### src/rtl/rs_age_issue_scheduler.sv
// Age-matrix issue scheduler for the reservation station: picks up to WAYS ready
// entries per cycle, oldest first, and binds them densely to the non-busy ALU lanes.
module rs_age_issue_scheduler #(
  parameter int WAYS = 3,
  parameter int RS   = 16,
  localparam int IW  = $clog2(RS),
  localparam int LW  = (WAYS > 1) ? $clog2(WAYS) : 1
) (
  input  logic                 clock,
  input  logic                 reset,
  input  logic [RS-1:0]        alloc_en,
  input  logic [RS*LW-1:0]     alloc_lane,
  input  logic [RS-1:0]        ready,
  input  logic [WAYS-1:0]      fu_busy,
  input  logic                 flush,
  output logic [WAYS-1:0]      issue_valid,
  output logic [WAYS*IW-1:0]   issue_idx,
  output logic [RS-1:0]        issue_gnt,
  output logic [IW:0]          num_free,
  output logic                 alloc_err
);

  logic [RS-1:0] entry_valid;
  logic [RS-1:0] age     [RS];
  logic [RS-1:0] age_nxt [RS];
  logic [RS-1:0] cand;
  logic [RS-1:0] new_occ;
  logic [IW:0]   rank     [RS];
  logic [IW:0]   lane_ord [WAYS];
  logic [IW:0]   free_cnt;
  logic [IW:0]   num_free_nxt;
  logic [LW-1:0] lane_of  [RS];
  logic          dup_lane;
  logic          err_now;

  function automatic logic [IW:0] popcnt(input logic [RS-1:0] v);
    logic [IW:0] n;
    n = '0;
    for (int i = 0; i < RS; i++) n = n + (IW+1)'(v[i]);
    return n;
  endfunction

  // rank(i) = number of older candidates; it is the candidate's slot among the free lanes
  always_comb begin
    cand = entry_valid & ready & ~{RS{flush | reset}};
    for (int i = 0; i < RS; i++) begin
      rank[i] = '0;
      for (int j = 0; j < RS; j++) rank[i] = rank[i] + (IW+1)'(cand[j] & age[j][i]);
    end
  end

  always_comb begin
    free_cnt = '0;
    for (int k = 0; k < WAYS; k++) begin
      lane_ord[k] = free_cnt;
      if (!fu_busy[k]) free_cnt = free_cnt + 1'b1;
    end
  end

  always_comb begin
    issue_valid = '0;
    issue_idx   = '0;
    issue_gnt   = '0;
    for (int i = 0; i < RS; i++)
      if (cand[i] && (rank[i] < free_cnt)) issue_gnt[i] = 1'b1;
    for (int k = 0; k < WAYS; k++) begin
      if (!fu_busy[k]) begin
        for (int i = 0; i < RS; i++) begin
          if (cand[i] && (rank[i] == lane_ord[k])) begin
            issue_valid[k]          = 1'b1;
            issue_idx[k*IW +: IW]   = IW'(i);
          end
        end
      end
    end
  end

  always_comb begin
    dup_lane = 1'b0;
    for (int i = 0; i < RS; i++) lane_of[i] = alloc_lane[i*LW +: LW];
    for (int i = 0; i < RS; i++)
      for (int j = i + 1; j < RS; j++)
        if (alloc_en[i] && alloc_en[j] && (lane_of[i] == lane_of[j])) dup_lane = 1'b1;
    err_now = dup_lane | (|(alloc_en & entry_valid));
  end

  // Re-allocating an entry that stays live does not consume a slot, so the count tracks occupancy
  always_comb begin
    new_occ      = alloc_en & ~(entry_valid & ~issue_gnt);
    num_free_nxt = num_free - popcnt(new_occ) + popcnt(issue_gnt);
  end

  always_comb begin
    age_nxt = age;
    for (int r = 0; r < RS; r++) begin
      for (int c = 0; c < RS; c++) begin
        if (r == c)              age_nxt[r][c] = 1'b0;
        else if (alloc_en[r])    age_nxt[r][c] = alloc_en[c] && (lane_of[r] < lane_of[c]);
        else if (alloc_en[c])    age_nxt[r][c] = entry_valid[r] && !issue_gnt[r];
        else if (issue_gnt[r] || issue_gnt[c]) age_nxt[r][c] = 1'b0;
        else                     age_nxt[r][c] = age[r][c];
      end
    end
  end

  // State update: flush empties everything but leaves the sticky error alone
  always_ff @(posedge clock) begin
    if (reset) begin
      entry_valid <= '0;
      num_free    <= (IW+1)'(RS);
      alloc_err   <= 1'b0;
      for (int r = 0; r < RS; r++) age[r] <= '0;
    end else begin
      if (err_now) alloc_err <= 1'b1;
      if (flush) begin
        entry_valid <= '0;
        num_free    <= (IW+1)'(RS);
        for (int r = 0; r < RS; r++) age[r] <= '0;
      end else begin
        entry_valid <= (entry_valid & ~issue_gnt) | alloc_en;
        num_free    <= num_free_nxt;
        for (int r = 0; r < RS; r++) age[r] <= age_nxt[r];
      end
    end
  end

  always_ff @(posedge clock) begin
    if (!reset) assert (num_free == ((IW+1)'(RS) - popcnt(entry_valid)));
  end

endmodule

### config.mk
export PLATFORM = sky130hd
export DESIGN_NAME = rs_age_issue_scheduler
export DESIGN_NICKNAME = d
export VERILOG_FILES = /design/src/rtl/rs_age_issue_scheduler.sv
export SDC_FILE = /design/constraint.sdc
export NUM_CORES = 2
export LEC_CHECK = 0
export CAP_MARGIN = 20
export CORE_MARGIN = 3
export CORE_UTILIZATION = 38
export DETAILED_ROUTE_END_ITERATION = 7
export PLACE_DENSITY = 0.66
export SLEW_MARGIN = 20
export SYNTH_ARGS = -nofsm -noshare
export SYNTH_HDL_FRONTEND = slang
export SYNTH_SLANG_ARGS = --single-unit
### constraint.sdc
create_clock -name clock -period 9.4 [get_ports clock]
set_input_delay 0.94 -clock clock [delete_from_list [all_inputs] [get_ports clock]]
set_output_delay 0.94 -clock clock [all_outputs]
set_load 0.005 [all_outputs]
==> metrics <==
EDFF count, synth=0; drt wl/cell=30.2 um; Yosys reg bits=262; CP max stage delay=0.58 ns; Seq/Total Area, Yosys=19.7%; Synth cell types=84; fin cells=4,544; final net count=4,166; Total GRT Usage=36.1%; Starting Density=38.6%; max-capacitance violation count=0; Die Area=73,300 sq um; hold crit path type=register to register; Vias/cell=6.19; synthesized netlist cell count=3,286; post-layout instance area=32,000 sq um; pin count of the biggest net entering global routing=63; Core Box Area=68,900 sq um; clock-pin slew on the worst setup and hold paths=0.06 ns; Crit-path slowest cell=fa_1; placed wire-length estimate=107 mm; Critical Path End Type=register; Worst Tran Pin Value=1.20 ns; Rel. slew slack=19.9%; CTS Buf Count=28; Root Buffer=clkbuf_16; ranking of synthesized cells by area=dfxtp_1, ha_1, fa_1; pre-CTS setup slack=-1.03 ns; Fill cells=6,886; share of layout cells above drive strength 1=14.0%; critical path launch point type=input pin; Area growth syn-to-layout=20.3%; hold_buf cts=0; max-slew violation count=0; largest area contributor in the netlist=dfxtp_1; # IOs=107; CP most frequent cell=buf_4; leakage=13.8 nW; Die Wd=271 um; clock latency at the later pin of the worst-skew pair=0.61 ns; kind of critical path=input pin to register; number of global-route vias before repair=25,900; Final ANT Viol Nets=0; Peak VDD IR=0.161 mV; final setup TNS=-0.353 ns; via count=28,100; commonest register cell after synthesis=dfxtp_1; Worst R2R Setup Slack=0.20 ns; placement-stage cell area=30,300 sq um; Mean Syn Cell Area=8.10 sq um; clock skew=0.0344 ns; Ys Warns=0; CTS max path bufs=3; placed cell count=4,404; DRC=0; Max FO, Critical Path=6; final hold vios=0; Yosys top cell area share=19.7%; antenna violations before repair=5; WP data arrival=10.07 ns; Final Cycle Share=102%; violated checks=negative setup slack; Required @ worst endpoint=9.91 ns; clk sinks=262; DR pass1 iterations=6; first-pass GRT wire length=191 mm; fin crit period=9.57 ns; Post-synth ARST share=0%; # rows=96; total nets after synthesis=3,862; run status=finished, violations left; Worst Slack Setup Final=-0.169 ns; final WL=137 mm; RSZ-0062 raised after global routing=true; Power Density=113 nW/um^2; Tot Pwr=3.61 mW; Final Wtd Congestion=1.08; Setup violations, final=6; initial DRC count=4,606; CTS H-tree lvls=1; Die Y=271 um; TritonCTS clock tree=done; fmax=105 MHz; most frequent cell after synthesis=nand2_1; PortBufs=106; GRT Residual Overflow=0; mapped cell area=26,600 sq um; Post-synth top cells=nand2_1, ha_1, inv_1
-- kinds of logic (layout without fill, tap and decap cells) --
family,after synthesis,count (layout),synth area share (%)
mux,2,2,0.0752
buf+inv,451,776,6.64
simple gates,1258,1258,23.9
xor+xnor,51,51,1.71
other cells,0,2,0
fa+ha+maj,506,506,29.1
compound gates,756,756,18.9
flops,262,262,19.7
-- final cells by class --
| cell class | instances | area [sq um] | share of cell area [%] |
|---|---|---|---|
| timing repair buffer | 455 | 3790 | 11.8 |
| tap | 931 | 1160 | 3.64 |
| inverter | 270 | 1020 | 3.17 |
| clock buffer | 39 | 762 | 2.38 |
| multi-input combinational | 2573 | 19900 | 62.2 |
| sequential | 262 | 5250 | 16.4 |
| clock inverter | 12 | 136 | 0.426 |
| antenna | 2 | 5.00 | 0.0156 |
-- critical path, delay by kind of cell --
kind / cells / cell delay (ns)
buffers and inverters: 37 / 4.49
adders and majority gates: 7 / 3.29
and+or+nand+nor: 4 / 0.89
AOI/OAI and AO/OA: 4 / 0.41
-- cells in the final DEF (no fill, tap or decap), types with 15 or more instances in the layout --
master           Yosys  routed
o21ai_0            237     226
nand4_1             55      55
and2_1             149     144
a31oi_1             37      37
o22ai_1             75      75
ha_1               318     317
nand2_1            506     492
a32oi_1             25      25
buf_4                4     330
xnor2_1             15      15
a21o_1              15      15
o311a_1             41      41
o31ai_1             18      18
nand2b_1            46      44
clkdlybuf4s50_1      0      88
xor2_1              35      35
and3_1              16      15
nor2_1              79      79
a22oi_1             27      27
a21oi_1             86      84
inv_1              265     253
nand3_1            177     177
clkbuf_16            0      28
fa_1               188     164
o32ai_1             41      41
fa_2                 0      24
a211oi_1            17      16
dfxtp_1            262     262
nor2b_1            139     139
-- power by group --
| part | internal (mW) | leakage [nW] | switching [mW] | total [mW] |
|---|---|---|---|---|
| clock network | 0.625 | 0.430 | 0.535 | 1.16 |
| logic | 0.469 | 11.2 | 0.781 | 1.25 |
| registers | 1.15 | 2.13 | 0.0489 | 1.20 |
| total | 2.25 | 13.8 | 1.37 | 3.61 |
-- registers in the layout, indices dropped and copies added (netlist names) --
name,flops
age,240
entry_valid,16
num_free,5
alloc_err,1
-- repair_timing --
| action | CTS | global route |
|---|---|---|
| setup buffers | 66 | 25 |
| resized for setup | 37 | 47 |
| setup endpoints to repair | 4 | 9 |
| pin swaps | 37 | 65 |
-- routing by layer --
metal / vias up / part of all wire (%) / global-route usage [%]
met4: 4 / 8.2 / 22.1
met2: 2209 / 38 / 49.9
met1: 13300 / 38 / 47.2
li1: 12200 / - / -
met3: 513 / 15 / 13.5
met5: - / 0.019 / 0
-- final timing paths --
kind / from / end / cells after the start
setup reg to reg: entry_valid[2]$_SDFF_PP0_ / age[224]$_SDFFE_PP0P_ / 50
setup / recovery: flush / age[224]$_SDFFE_PP0P_ / 52
hold reg to reg: age[144]$_SDFFE_PP0P_ / age[144]$_SDFFE_PP0P_ / 2
hold / removal: age[144]$_SDFFE_PP0P_ / age[144]$_SDFFE_PP0P_ / 2
-- metrics by stage --
stage | hold WS [ns] | util [%]
2_1_floorplan | 0.424 | -
3_3_place_gp | 0.449 | 44.0
3_5_place_dp | 0.450 | 44.0
4_1_cts | 0.459 | 46.1
5_1_grt | 0.490 | 46.4
6_report | 0.463 | 46.4
(Power assumes the default switching activity.)
